--- src/rtl/frac_ramp_gen_pkg.sv ---
// Shared types for the fractional ramp generator: run states, config record, widths.
// The FRAC_RAMP_SAT_EN build option changes ALU behaviour only; nothing here depends on it.
package frac_ramp_pkg;

  localparam int DATA_WIDTH = 6;
  localparam int CNT_WIDTH  = 16;
  localparam int FRAC_WIDTH = 4 * DATA_WIDTH;

  typedef enum logic [1:0] {
    IDLE = 2'd0,
    UP   = 2'd1,
    DOWN = 2'd2
  } state_e;

  // Sized from the package widths; the top's parameter defaults follow these.
  typedef struct packed {
    logic [FRAC_WIDTH-1:0] start;
    logic [FRAC_WIDTH-1:0] step;
    logic [CNT_WIDTH-1:0]  count;
    logic [CNT_WIDTH-1:0]  dwell;
    logic                  triMode;
  } cfg_t;

  // A dwell of zero behaves as one cycle per value.
  function automatic logic [CNT_WIDTH-1:0] dwellReload(input logic [CNT_WIDTH-1:0] dwell);
    return (dwell == '0) ? '0 : dwell - CNT_WIDTH'(1);
  endfunction

endpackage

--- src/rtl/frac_ramp_gen_if.sv ---
// Config load channel of the ramp generator: valid/ready handshake plus the run fields.
interface frac_ramp_gen_if
  import frac_ramp_pkg::*;
#(
  parameter int P_DATA_WIDTH = DATA_WIDTH,
  parameter int P_CNT_WIDTH  = CNT_WIDTH
);

  localparam int P_FRAC_WIDTH = 4 * P_DATA_WIDTH;

  logic                    cfgValid;
  logic                    cfgReady;
  logic [P_FRAC_WIDTH-1:0] cfgStart;
  logic [P_FRAC_WIDTH-1:0] cfgStep;
  logic [P_CNT_WIDTH-1:0]  cfgCount;
  logic [P_CNT_WIDTH-1:0]  cfgDwell;
  logic                    cfgTri;

  modport master (
    output cfgValid, cfgStart, cfgStep, cfgCount, cfgDwell, cfgTri,
    input  cfgReady
  );

  modport slave (
    input  cfgValid, cfgStart, cfgStep, cfgCount, cfgDwell, cfgTri,
    output cfgReady
  );

endinterface

--- src/rtl/frac_ramp_gen_alu.sv ---
// Combinational add/subtract of a signed step to the fraction, reporting the next value and a changed flag.
// With FRAC_RAMP_SAT_EN defined the result clamps to [0, 2^W-1]; otherwise it wraps.
module frac_ramp_alu
  import frac_ramp_pkg::*;
#(
  parameter int P_WIDTH = FRAC_WIDTH
) (
  input  logic [P_WIDTH-1:0] frac_i,
  input  logic [P_WIDTH-1:0] step_i,
  input  logic               sub_i,
  output logic [P_WIDTH-1:0] next_o,
  output logic               changed_o
);

`ifdef FRAC_RAMP_SAT_EN
  logic [P_WIDTH:0] ext;
  logic             stepNeg;

  // Out of range exactly when the extra carry/borrow bit disagrees with the step sign.
  always_comb begin
    stepNeg = step_i[P_WIDTH-1];
    ext     = sub_i ? ({1'b0, frac_i} - {1'b0, step_i})
                    : ({1'b0, frac_i} + {1'b0, step_i});
    next_o  = ext[P_WIDTH-1:0];
    if (ext[P_WIDTH] != stepNeg) begin
      next_o = (sub_i ^ stepNeg) ? '0 : '1;
    end
    changed_o = (next_o != frac_i);
  end
`else
  always_comb begin
    next_o    = sub_i ? (frac_i - step_i) : (frac_i + step_i);
    changed_o = 1'b1;
  end
`endif

endmodule

--- src/rtl/frac_ramp_gen.sv ---
// Fractional-word ramp sequencer (sawtooth or triangle) driving the MASH segment inputs MSB-first.
// Optional FRAC_RAMP_SAT_EN selects saturating arithmetic in the ALU.
module frac_ramp_gen
  import frac_ramp_pkg::*;
#(
  parameter int P_DATA_WIDTH = DATA_WIDTH,
  parameter int P_CNT_WIDTH  = CNT_WIDTH
) (
  input  logic                    i_clk,
  input  logic                    i_rst_n,
  frac_ramp_gen_if.slave          cfgBus,
  input  logic                    i_start,
  input  logic                    i_abort,
  output logic [P_DATA_WIDTH-1:0] o_msb,
  output logic [P_DATA_WIDTH-1:0] o_isb1,
  output logic [P_DATA_WIDTH-1:0] o_isb2,
  output logic [P_DATA_WIDTH-1:0] o_lsb,
  output logic                    o_busy,
  output logic                    o_update,
  output logic                    o_done
);

  localparam int P_FRAC_WIDTH = 4 * P_DATA_WIDTH;

  state_e                  state_q, state_d;
  logic [P_FRAC_WIDTH-1:0] frac_q, frac_d;
  cfg_t                    shadow_q, shadow_d;
  logic [P_FRAC_WIDTH-1:0] runStep_q, runStep_d;
  logic [P_CNT_WIDTH-1:0]  runCount_q, runCount_d;
  logic [P_CNT_WIDTH-1:0]  reload_q, reload_d;
  logic                    runTri_q, runTri_d;
  logic [P_CNT_WIDTH-1:0]  dwellCnt_q, dwellCnt_d;
  logic [P_CNT_WIDTH-1:0]  stepCnt_q, stepCnt_d;
  logic                    update_q, update_d;
  logic                    done_q, done_d;

  logic                    aluSub;
  logic [P_FRAC_WIDTH-1:0] aluNext;
  logic                    aluChanged;

  // The last UP value with steps left still adds; with none left the triangle turn subtracts.
  assign aluSub = (state_q == DOWN) || (stepCnt_q == '0);

  frac_ramp_alu #(.P_WIDTH(P_FRAC_WIDTH)) uAlu (
    .frac_i   (frac_q),
    .step_i   (runStep_q),
    .sub_i    (aluSub),
    .next_o   (aluNext),
    .changed_o(aluChanged)
  );

  always_comb begin
    state_d    = state_q;
    frac_d     = frac_q;
    shadow_d   = shadow_q;
    runStep_d  = runStep_q;
    runCount_d = runCount_q;
    reload_d   = reload_q;
    runTri_d   = runTri_q;
    dwellCnt_d = dwellCnt_q;
    stepCnt_d  = stepCnt_q;
    update_d   = 1'b0;
    done_d     = 1'b0;

    if (cfgBus.cfgValid && (state_q == IDLE)) begin
      shadow_d = '{start:   cfgBus.cfgStart,
                   step:    cfgBus.cfgStep,
                   count:   cfgBus.cfgCount,
                   dwell:   cfgBus.cfgDwell,
                   triMode: cfgBus.cfgTri};
    end

    case (state_q)
      IDLE: begin
        // Run fields are copied out so a config loaded on the start edge waits for the next run.
        if (i_start) begin
          state_d    = UP;
          frac_d     = shadow_q.start;
          runStep_d  = shadow_q.step;
          runCount_d = shadow_q.count;
          runTri_d   = shadow_q.triMode;
          reload_d   = dwellReload(shadow_q.dwell);
          dwellCnt_d = dwellReload(shadow_q.dwell);
          stepCnt_d  = shadow_q.count;
          update_d   = 1'b1;
        end
      end
      UP, DOWN: begin
        if (i_abort) begin
          state_d = IDLE;
        end else if (dwellCnt_q != '0) begin
          dwellCnt_d = dwellCnt_q - P_CNT_WIDTH'(1);
        end else begin
          dwellCnt_d = reload_q;
          if (stepCnt_q != '0) begin
            frac_d    = aluNext;
            update_d  = aluChanged;
            stepCnt_d = stepCnt_q - P_CNT_WIDTH'(1);
          end else if ((state_q == UP) && runTri_q) begin
            // The first down step is taken on the turn so the peak is held only once.
            state_d   = DOWN;
            stepCnt_d = '0;
            if (runCount_q != '0) begin
              frac_d    = aluNext;
              update_d  = aluChanged;
              stepCnt_d = runCount_q - P_CNT_WIDTH'(1);
            end
          end else begin
            state_d = IDLE;
            done_d  = 1'b1;
          end
        end
      end
      default: state_d = IDLE;
    endcase
  end

  always_ff @(posedge i_clk or negedge i_rst_n) begin
    if (!i_rst_n) begin
      state_q    <= IDLE;
      frac_q     <= '0;
      shadow_q   <= '0;
      runStep_q  <= '0;
      runCount_q <= '0;
      reload_q   <= '0;
      runTri_q   <= 1'b0;
      dwellCnt_q <= '0;
      stepCnt_q  <= '0;
      update_q   <= 1'b0;
      done_q     <= 1'b0;
    end else begin
      state_q    <= state_d;
      frac_q     <= frac_d;
      shadow_q   <= shadow_d;
      runStep_q  <= runStep_d;
      runCount_q <= runCount_d;
      reload_q   <= reload_d;
      runTri_q   <= runTri_d;
      dwellCnt_q <= dwellCnt_d;
      stepCnt_q  <= stepCnt_d;
      update_q   <= update_d;
      done_q     <= done_d;
    end
  end

  assign cfgBus.cfgReady = (state_q == IDLE);
  assign o_busy          = (state_q != IDLE);
  assign o_update        = update_q;
  assign o_done          = done_q;
  assign o_msb           = frac_q[4*P_DATA_WIDTH-1:3*P_DATA_WIDTH];
  assign o_isb1          = frac_q[3*P_DATA_WIDTH-1:2*P_DATA_WIDTH];
  assign o_isb2          = frac_q[2*P_DATA_WIDTH-1:P_DATA_WIDTH];
  assign o_lsb           = frac_q[P_DATA_WIDTH-1:0];

endmodule

--- src/flat_wrapper.sv ---
// flat-port wrapper written by rule: the top's interface ports become plain ports
module frac_ramp_gen_flat import frac_ramp_pkg::*;
#(
  parameter int P_DATA_WIDTH = DATA_WIDTH,
  parameter int P_CNT_WIDTH  = CNT_WIDTH
)
  (i_clk, i_rst_n, i_start, i_abort, o_msb, o_isb1, o_isb2, o_lsb, o_busy, o_update, o_done, cfgBus_cfgValid, cfgBus_cfgStart, cfgBus_cfgStep, cfgBus_cfgCount, cfgBus_cfgDwell, cfgBus_cfgTri, cfgBus_cfgReady);
  frac_ramp_gen_if #(.P_DATA_WIDTH(P_DATA_WIDTH), .P_CNT_WIDTH(P_CNT_WIDTH)) cfgBus_i ();
  input  logic i_clk;
  input  logic i_rst_n;
  input  logic i_start;
  input  logic i_abort;
  output logic [P_DATA_WIDTH-1:0] o_msb;
  output logic [P_DATA_WIDTH-1:0] o_isb1;
  output logic [P_DATA_WIDTH-1:0] o_isb2;
  output logic [P_DATA_WIDTH-1:0] o_lsb;
  output logic o_busy;
  output logic o_update;
  output logic o_done;
  input wire logic [$bits(cfgBus_i.cfgValid)-1:0] cfgBus_cfgValid;
  input wire logic [$bits(cfgBus_i.cfgStart)-1:0] cfgBus_cfgStart;
  input wire logic [$bits(cfgBus_i.cfgStep)-1:0] cfgBus_cfgStep;
  input wire logic [$bits(cfgBus_i.cfgCount)-1:0] cfgBus_cfgCount;
  input wire logic [$bits(cfgBus_i.cfgDwell)-1:0] cfgBus_cfgDwell;
  input wire logic [$bits(cfgBus_i.cfgTri)-1:0] cfgBus_cfgTri;
  output wire logic [$bits(cfgBus_i.cfgReady)-1:0] cfgBus_cfgReady;
  assign cfgBus_i.cfgValid = cfgBus_cfgValid;
  assign cfgBus_i.cfgStart = cfgBus_cfgStart;
  assign cfgBus_i.cfgStep = cfgBus_cfgStep;
  assign cfgBus_i.cfgCount = cfgBus_cfgCount;
  assign cfgBus_i.cfgDwell = cfgBus_cfgDwell;
  assign cfgBus_i.cfgTri = cfgBus_cfgTri;
  assign cfgBus_cfgReady = cfgBus_i.cfgReady;
  frac_ramp_gen #(.P_DATA_WIDTH(P_DATA_WIDTH), .P_CNT_WIDTH(P_CNT_WIDTH)) u_core (.i_clk(i_clk), .i_rst_n(i_rst_n), .cfgBus(cfgBus_i), .i_start(i_start), .i_abort(i_abort), .o_msb(o_msb), .o_isb1(o_isb1), .o_isb2(o_isb2), .o_lsb(o_lsb), .o_busy(o_busy), .o_update(o_update), .o_done(o_done));
endmodule
--- config.mk ---
export PLATFORM = sky130hd
export DESIGN_NAME = frac_ramp_gen_flat
export DESIGN_NICKNAME = d
export VERILOG_FILES = /design/src/rtl/frac_ramp_gen_pkg.sv /design/src/rtl/frac_ramp_gen_if.sv /design/src/rtl/frac_ramp_gen_alu.sv /design/src/rtl/frac_ramp_gen.sv /design/src/flat_wrapper.sv
export SDC_FILE = /design/constraint.sdc
export NUM_CORES = 1
export LEC_CHECK = 0
export ABC_AREA = 1
export ABC_CLOCK_PERIOD_IN_PS = 3800
export BUFFER_PORTS_ARGS = -buffer_cell sky130_fd_sc_hd__buf_2
export CORE_MARGIN = 4
export CORE_UTILIZATION = 60
export CTS_CLUSTER_DIAMETER = 60
export CTS_CLUSTER_SIZE = 8
export DETAILED_ROUTE_END_ITERATION = 8
export GPL_TIMING_DRIVEN = 0
export PLACE_DENSITY = 0.81
export SYNTH_ARGS = -nofsm -noshare
export SYNTH_HDL_FRONTEND = slang
export SYNTH_SLANG_ARGS = --single-unit
--- constraint.sdc ---
create_clock -name i_clk -period 3.8 [get_ports i_clk]
set_input_delay 0.76 -clock i_clk [delete_from_list [all_inputs] [get_ports i_clk]]
set_output_delay 0.76 -clock i_clk [all_outputs]
set_load 0.01 [all_outputs]
==> metrics.log, run 1 <==
[metrics] Die Span Y: 147.6 um
[metrics] power density of the placed cells: 1109 nW/um^2
[metrics] TritonCTS buffer count: 17
[metrics] area leader, netlist: sky130_fd_sc_hd__dfrtp_1
[metrics] final core occ: 70.06%
[metrics] CP dominant cell by count: sky130_fd_sc_hd__nand2_1
[metrics] maximum number of pins on one net before global-route repair: approximately 110
[metrics] setup skew after layout: 0.01270 ns
[metrics] Async S/R FF share, synth: 100.0%
[metrics] critical-path maximum fanout: 10
[metrics] Leak: 6.740 nW
[metrics] final hold slack: 0.3216 ns
[metrics] critical path endpoint category: flip-flop
[metrics] top cells by count, synth: sky130_fd_sc_hd__nand2_1 (408), sky130_fd_sc_hd__nor2_1 (208), sky130_fd_sc_hd__dfrtp_1 (198)
[metrics] Vias: 10980
[metrics] Nets: 1814
[metrics] post-synthesis instance area: 11700 um^2
[metrics] number of antenna diodes: 0
[metrics] capture point of the worst reg-to-reg path: u_core.frac_q[23]
[metrics] sum of routed wire length over all layers: 33320 um
[metrics] Layout Cells excl Fill: 1968
[metrics] synth unique cells: 45
[metrics] final slew viol count: 0
[metrics] post-synthesis cell count: 1562
[metrics] worst path setup slack after routing: 0.2033 ns
[metrics] clock latency at the later pin of the worst-skew pair: roughly 0.46 ns
[metrics] dominant register cell in the synthesized netlist: sky130_fd_sc_hd__dfrtp_1
[metrics] Final Wtd Congestion: 0.9418
[metrics] average routed wire per standard cell: around 17 um
[metrics] area inside the core boundary: 18960 um^2
[metrics] CTS tree: yes
[metrics] number of gates on the worst path with buffers counted: 22
[metrics] placed insts: 1936
[metrics] minimum clock period after layout: 3.597 ns
[metrics] global-route wire length before repair: 53520 um
[metrics] Max H-tree Level: 4
[metrics] worst reg-to-reg setup slack: 0.20 ns
[metrics] vias per cell: 5.581
[metrics] Data arrival, critical path: 3.95 ns
[metrics] total I/O pin count: ~110
[metrics] final clock period utilization by the worst path: between 90 and 100%
[metrics] CP Buf/Inv Count: 4
[metrics] CP max stage cell: sky130_fd_sc_hd__dfrtp_1
[metrics] cells along the critical path: inv_1 -> ha_1 -> nand2_2 -> nor2_4 -> nand2_4 -> nand2_2 -> buf_2 -> a21oi_1 -> xnor2_1 -> ha_1 -> nand2_1 -> inv_1 -> nand2_1 -> nand2_1 -> a21oi_1 -> nand3_1 -> inv_1 -> nand2_1 -> nand2_1 -> nand2_1 -> nand2_1 -> nand2_1
[metrics] Root Driver: sky130_fd_sc_hd__clkbuf_16
[metrics] worst-margin pin slew: about 0.84 ns
[metrics] Tot GR Track Use: 30.76%
[metrics] number of sinks on the clock net: between 150 and 200
[metrics] Max Cap Viol: 0
[metrics] antenna violations before repair: 0
[metrics] final total negative setup slack: 0 ns
[metrics] #FFs+latches synth: 198
[metrics] Buffers on Ports: approximately 110
[metrics] count of instances resized after the clock tree is built: 0
[metrics] number of remaining DRC errors: 0
[metrics] pre-CTS worst setup slack: 0.3088 ns
[metrics] CP required: 4.15 ns
[metrics] maximum clock frequency: between 200 and 300 MHz
[metrics] layout cells sized above 1: 13.41%
[metrics] synthesis-to-layout area growth: 13.54%
[metrics] Critical R2R Launch: u_core.stepCnt_q[0]
[metrics] FILL cells: around 1600
[metrics] worst ir drop on vdd: roughly 620 uV
[metrics] synthesized area divided by synthesized cell count: about 7.5 um^2
[metrics] Clock Tree Buf Depth: 2
[metrics] final-report hold violation count: 0
[metrics] Critical Setup Path Class: flip-flop to flip-flop
[metrics] overall die width: 147.6 um
[metrics] critical path launch point type: flip-flop
[metrics] family with the most delay on the worst path: simple AND/OR/NAND/NOR gates
[metrics] depth of the worst register-to-register path: 22
[metrics] cells taking the most area after synthesis: sky130_fd_sc_hd__dfrtp_1 (42%), sky130_fd_sc_hd__nand2_1 (13%), sky130_fd_sc_hd__nor2_1 (6.7%)
[metrics] max incr delay on CP: 0.41 ns
[metrics] proportion of netlist area held by the largest area contributor: 42.36%
[metrics] share of the yosys chip area belonging to registers: 42.36%
[metrics] most common cell in the netlist: sky130_fd_sc_hd__nand2_1
[metrics] Post-CTS Hold Fix Bufs: 0
[metrics] placed wire-length estimate after detailed placement: 24640 um
[metrics] effective utilization at floorplan: 61.70%
[metrics] antenna viol nets, final: 0
[metrics] FP Rows: 50
[metrics] Iter 0 DRT Violations: 1100
[metrics] detailed-router iteration count before antenna repair: 5
[metrics] clock transition time at the flip-flop clock pins of the worst setup and hold paths: ~0.090 ns
[metrics] die area: 21790 um^2
[metrics] via count of the first global-routing pass: 10570
[metrics] worst relative slew slack: 44.04%
[metrics] unrepaired setup endpoints after global routing: false
[metrics] total of endpoints with negative setup slack in the final report: 0
[metrics] result of the run: finished, final reports clean
[metrics] remaining global-route overflow: 0
[metrics] number of setup buffers added after CTS: 0
[metrics] class of the tightest hold or removal check: input port to asynchronous set/reset pin
[metrics] Post-Synthesis Net Count: 1681
[metrics] number of synthesized flops with an enable pin: 0
[metrics] Synth warnings: 0
[state kept, by name, summed over array words and instances, names as in the netlist]
name and count:
u_core.dwellCnt_q 16, u_core.frac_q 24, u_core.o_done 1, u_core.o_update 1
u_core.reload_q 16, u_core.runCount_q 16, u_core.runStep_q 24, u_core.runTri_q 1
u_core.shadow_q 81, u_core.state_q 2, u_core.stepCnt_q 16
[cell usage in the layout (no fill, tap or decap), types with 17 or more instances in the layout]
| cell type | netlist | final |
|---|---|---|
| sky130_fd_sc_hd__o21ai_0 | 96 | 95 |
| sky130_fd_sc_hd__a21oi_1 | 113 | 113 |
| sky130_fd_sc_hd__mux2_2 | 30 | 30 |
| sky130_fd_sc_hd__nand3_1 | 72 | 72 |
| sky130_fd_sc_hd__clkbuf_16 | 0 | 17 |
| sky130_fd_sc_hd__dfrtp_1 | 198 | 198 |
| sky130_fd_sc_hd__nand2_1 | 408 | 408 |
| sky130_fd_sc_hd__clkbuf_1 | 37 | 37 |
| sky130_fd_sc_hd__o21ai_1 | 18 | 19 |
| sky130_fd_sc_hd__xor2_1 | 39 | 38 |
| sky130_fd_sc_hd__xnor2_1 | 25 | 25 |
| sky130_fd_sc_hd__buf_2 | 4 | 116 |
| sky130_fd_sc_hd__nor2_2 | 18 | 18 |
| sky130_fd_sc_hd__inv_1 | 158 | 158 |
| sky130_fd_sc_hd__nor2_1 | 208 | 208 |
| sky130_fd_sc_hd__ha_1 | 32 | 31 |
[layout make-up]
type / count / area [um^2] / share of cell area, %
multi-input combinational: 1149 / 5899 / 44.42
inverter: 164 / 618.1 / 4.654
tap: 260 / 325.3 / 2.450
timing repair buffer: 114 / 603.1 / 4.541
clock buffer: 17 / 425.4 / 3.203
buffer: 51 / 234.0 / 1.762
clock inverter: 15 / 220.2 / 1.658
sequential: 198 / 4955 / 37.31
[cell families (layout without fill, tap and decap cells)]
family	Yosys count	after routing	synth area share [%]
compound gates	262	262	11.82
xor+xnor	64	64	4.792
fa+ha+maj	33	33	3.594
buf+inv	215	361	7.285
flops	198	198	42.36
mux	32	32	3.059
simple gates	758	758	27.09
[through the flow]
stage / power, mW / area, um^2
floorplan: 10.11 / 11700
global placement: 12.30 / 12590
detailed placement: 12.54 / 12620
CTS: 14.57 / 13270
global route: 16.01 / 13280
finish: 14.73 / 13280
[metal layers]
metal,up-vias,track usage [%],routed length (um)
met5,-,0,0
met4,0,10.34,1078
met3,81,4.905,2605
met2,486,49.55,15090
met1,5136,42.77,14550
li1,5281,-,-
[report_power, final]
part	total, mW	switching, mW	leakage (nW)	internal [mW]
combinational	8.69	5.64	4.12	3.05
sequential	4.10	0.905	2.32	3.19
clock	1.94	1.02	0.305	0.923
[how the worst max path moves through the flow]
stage                        startpoint             endpoint  slack (ns)
detailed placement  u_core.stepCnt_q[0]    u_core.frac_q[21]        0.31
global route        u_core.stepCnt_q[0]    u_core.frac_q[12]        0.01
floorplan           u_core.stepCnt_q[0]    u_core.frac_q[14]        0.96
CTS                 u_core.stepCnt_q[0]    u_core.frac_q[21]        0.27
global placement                i_rst_n  u_core.shadow_q[52]       -1.37
finish              u_core.stepCnt_q[0]    u_core.frac_q[23]        0.20
[worst reg2reg max path, delay by kind of cell, from the launching register on]
| kind | cells | cell delay (ns) |
|---|---|---|
| adder cells (fa/ha/maj) | 2 | 0.58 |
| XOR/XNOR | 1 | 0.34 |
| flip-flops | 1 | 0.41 |
| AO/OA/AOI/OAI | 2 | 0.28 |
| AND/OR/NAND/NOR | 13 | 1.37 |
| buffers and inverters | 4 | 0.51 |
(Power assumes the default switching activity.)
==> inputs of run 2 (changes only) <==
- PLACE_DENSITY: 0.81 -> unset
- PLACE_DENSITY_LB_ADDON: unset -> 0.12
==> run 2 against run 1 <==
Against the previous run:
- sequential power about the same
- clock-buffer cell count unchanged
- worst hold slack improved by 0.042 ns
- routed wire length decreased by 2.2%
- die area unchanged
- combinational power decreased by 1%
- clock skew increased by 0.0030 ns
- power decreased by 0.12%
- utilization increased by 0.066 points
==> metrics.log, run 2 (synthesis results as in run 1) <==
[metrics] result of the run: finished, final reports clean
[metrics] cells along the critical path: inv_1 -> ha_1 -> nand2_2 -> nor2_4 -> nand2_4 -> nand2_2 -> buf_2 -> nor2_1 -> xor2_1 -> ha_1 -> nand2_1 -> inv_1 -> a21oi_1 -> nor2_1 -> o21ai_0 -> nand3_1 -> nand2_1 -> nand3_1 -> nand2_1 -> nand2_1
[metrics] synthesis-to-layout area growth: 13.65%
[metrics] CP dominant cell by count: sky130_fd_sc_hd__nand2_1
[metrics] commonest non-fill, non-tap cell in the layout: sky130_fd_sc_hd__nand2_1
[metrics] CTS tree: yes
[metrics] clock transition time at the flip-flop clock pins of the worst setup and hold paths: roughly 0.090 ns
[metrics] critical path launch point type: flip-flop
[metrics] antenna violations before repair: 0
[metrics] area inside the core boundary: 18960 um^2
[metrics] Max H-tree Level: 4
[metrics] layout cells sized above 1: a little over an eighth
[metrics] Critical Setup Path Class: flip-flop to flip-flop
[metrics] registers with the highest flip-flop counts: u_core.shadow_q: 81 flops, u_core.frac_q: 24 flops, u_core.runStep_q: 24 flops
[metrics] Data arrival, critical path: 3.95 ns
[metrics] final clock period utilization by the worst path: between 90% and 100%
[metrics] critical-path maximum fanout: 10
[metrics] class of the tightest hold or removal check: input port to asynchronous set/reset pin
[metrics] sum of routed wire length over all layers: 32590 um
[metrics] detailed-router iteration count before antenna repair: 6
[metrics] critical path endpoint category: flip-flop
[metrics] total of endpoints with negative setup slack in the final report: 0
[metrics] Clock Tree Buf Depth: 2
[metrics] Root Driver: sky130_fd_sc_hd__clkbuf_16
[metrics] Vias: 10880
[metrics] vias per cell: 5.528
[metrics] placed insts: 1936
[metrics] Post-CTS Hold Fix Bufs: 0
[metrics] placed wire-length estimate after detailed placement: 24490 um
[metrics] Leak: about 6.8 nW
[metrics] final slew viol count: 0
[metrics] number of sinks on the clock net: slightly below 200
[metrics] Final Wtd Congestion: 0.9746
[metrics] effective utilization at floorplan: approximately three fifths
[metrics] commonest cells after routing, fill and taps aside: sky130_fd_sc_hd__nand2_1 (408), sky130_fd_sc_hd__nor2_1 (208), sky130_fd_sc_hd__dfrtp_1 (198), sky130_fd_sc_hd__inv_1 (158), sky130_fd_sc_hd__buf_2 (116)
[metrics] final total negative setup slack: 0 ns
[metrics] maximum clock frequency: 278.0 MHz
[metrics] worst ir drop on vdd: 528.0 uV
[metrics] CP max stage cell: sky130_fd_sc_hd__dfrtp_1
[metrics] total I/O pin count: 114
[metrics] Nets: 1814
[metrics] Max Cap Viol: 0
[metrics] FP Rows: 50
[metrics] Buffers on Ports: about 110
[metrics] remaining global-route overflow: 0
[metrics] number of remaining DRC errors: 0
[metrics] overall die width: between 100 and 150 um
[metrics] final-report hold violation count: 0
[metrics] Die Span Y: 147.6 um
[metrics] max incr delay on CP: 0.41 ns
[metrics] Tot GR Track Use: 30.01%
[metrics] largest register by flop count: u_core.shadow_q
[metrics] die area: 21790 um^2
[metrics] Layout Cells excl Fill: 1968
[metrics] worst-margin pin slew: roughly 0.84 ns
[metrics] minimum clock period after layout: 3.597 ns
[metrics] antenna viol nets, final: 0
[metrics] power density of the placed cells: 1107 nW/um^2
[metrics] Iter 0 DRT Violations: 1152
[metrics] number of antenna diodes: 0
[metrics] max reg flops: 81
[metrics] maximum number of pins on one net before global-route repair: 107
[metrics] average routed wire per standard cell: 16.56 um
[metrics] setup skew after layout: 0.01574 ns
[metrics] TritonCTS buffer count: 17
[metrics] CP required: roughly 4.2 ns
[metrics] via count of the first global-routing pass: ~10000
[metrics] unrepaired setup endpoints after global routing: false
[metrics] worst relative slew slack: 44.31%
[metrics] clock latency at the later pin of the worst-skew pair: approximately 0.46 ns
[metrics] global-route wire length before repair: 51920 um
==> run 2: cell count changes in the layout (fill, tap and decap cells not counted), sizes merged <==
| cell | before | now |
|---|---|---|
| clkinvlp | 1 | 0 |
| clkinv | 9 | 5 |
| inv | 169 | 174 |
==> run 2: report_power, final <==
part / total, mW / switching [mW] / leakage [nW] / internal, mW
logic: 8.60 / 5.55 / 4.12 / 3.05
clock network: 2.01 / 1.06 / 0.318 / 0.948
registers: 4.11 / 0.916 / 2.32 / 3.19
total: 14.7 / 7.53 / 6.76 / 7.19
==> run 2: worst max-delay path, delay by kind of cell (launching register included) <==
| family | cells | cell delay (ns) |
|---|---|---|
| buffers and inverters | 3 | 0.41 |
| DFF | 1 | 0.41 |
| and+or+nand+nor | 12 | 1.33 |
| AOI/OAI and AO/OA | 2 | 0.54 |
| adders and majority gates | 2 | 0.56 |
| xor gates and xnor gates | 1 | 0.25 |
==> run 2: final cells by class <==
| type | count | area [um^2] |
|---|---|---|
| inverter | 164 | 618.1 |
| multi-input combinational | 1149 | 5897 |
| tap | 260 | 325.3 |
| timing repair buffer | 114 | 603.1 |
| sequential | 198 | 4955 |
| fill | 1621 | 5663 |
| buffer | 51 | 234.0 |
| clock buffer | 17 | 425.4 |
| clock inverter | 15 | 235.2 |
==> run 2: worst paths after layout <==
check	start	endpoint	slack, ns	cells past startpoint
worst max register to register	u_core.stepCnt_q[0]	u_core.frac_q[21]	0.20	20
worst max-delay path	u_core.stepCnt_q[0]	u_core.frac_q[21]	0.20	20
min in group i_clk	u_core.shadow_q[0]	u_core.runTri_q	0.48	2
worst min register to register	u_core.shadow_q[0]	u_core.runTri_q	0.48	2
worst min-delay path	i_rst_n	u_core.stepCnt_q[11]	0.36	1
max in group asynchronous	i_rst_n	u_core.runStep_q[8]	2.52	2
==> run 2: stage by stage <==
step | utilization (%) | power [mW] | hold slack (ns) | worst slack (ns) | cell area [um^2]
2_1_floorplan | - | 10.11 | 0.4364 | 0.9578 | 11700
3_3_place_gp | 66.40 | 12.27 | 0.4478 | -1.329 | 12590
3_5_place_dp | 66.60 | 12.51 | 0.4623 | 0.2729 | 12620
4_1_cts | 70.09 | 14.57 | 0.3975 | 0.2705 | 13290
5_1_grt | 70.13 | 15.99 | 0.4435 | 0.005861 | 13290
6_report | 70.13 | 14.72 | 0.3639 | 0.2030 | 13290
==> run 2: metal layers <==
metal | part of all wire, % | up-vias | GRT usage [%]
met5 | 0 | - | 0
met4 | 2.8 | 0 | 9.739
met3 | 7.5 | 65 | 4.231
met2 | 46 | 419 | 47.49
met1 | 44 | 5101 | 42.99
li1 | - | 5294 | -
==> run 2: timing repair <==
action	CTS	global route
setup buffers	0	0
resized for setup	0	1
setup endpoints to repair	0	1
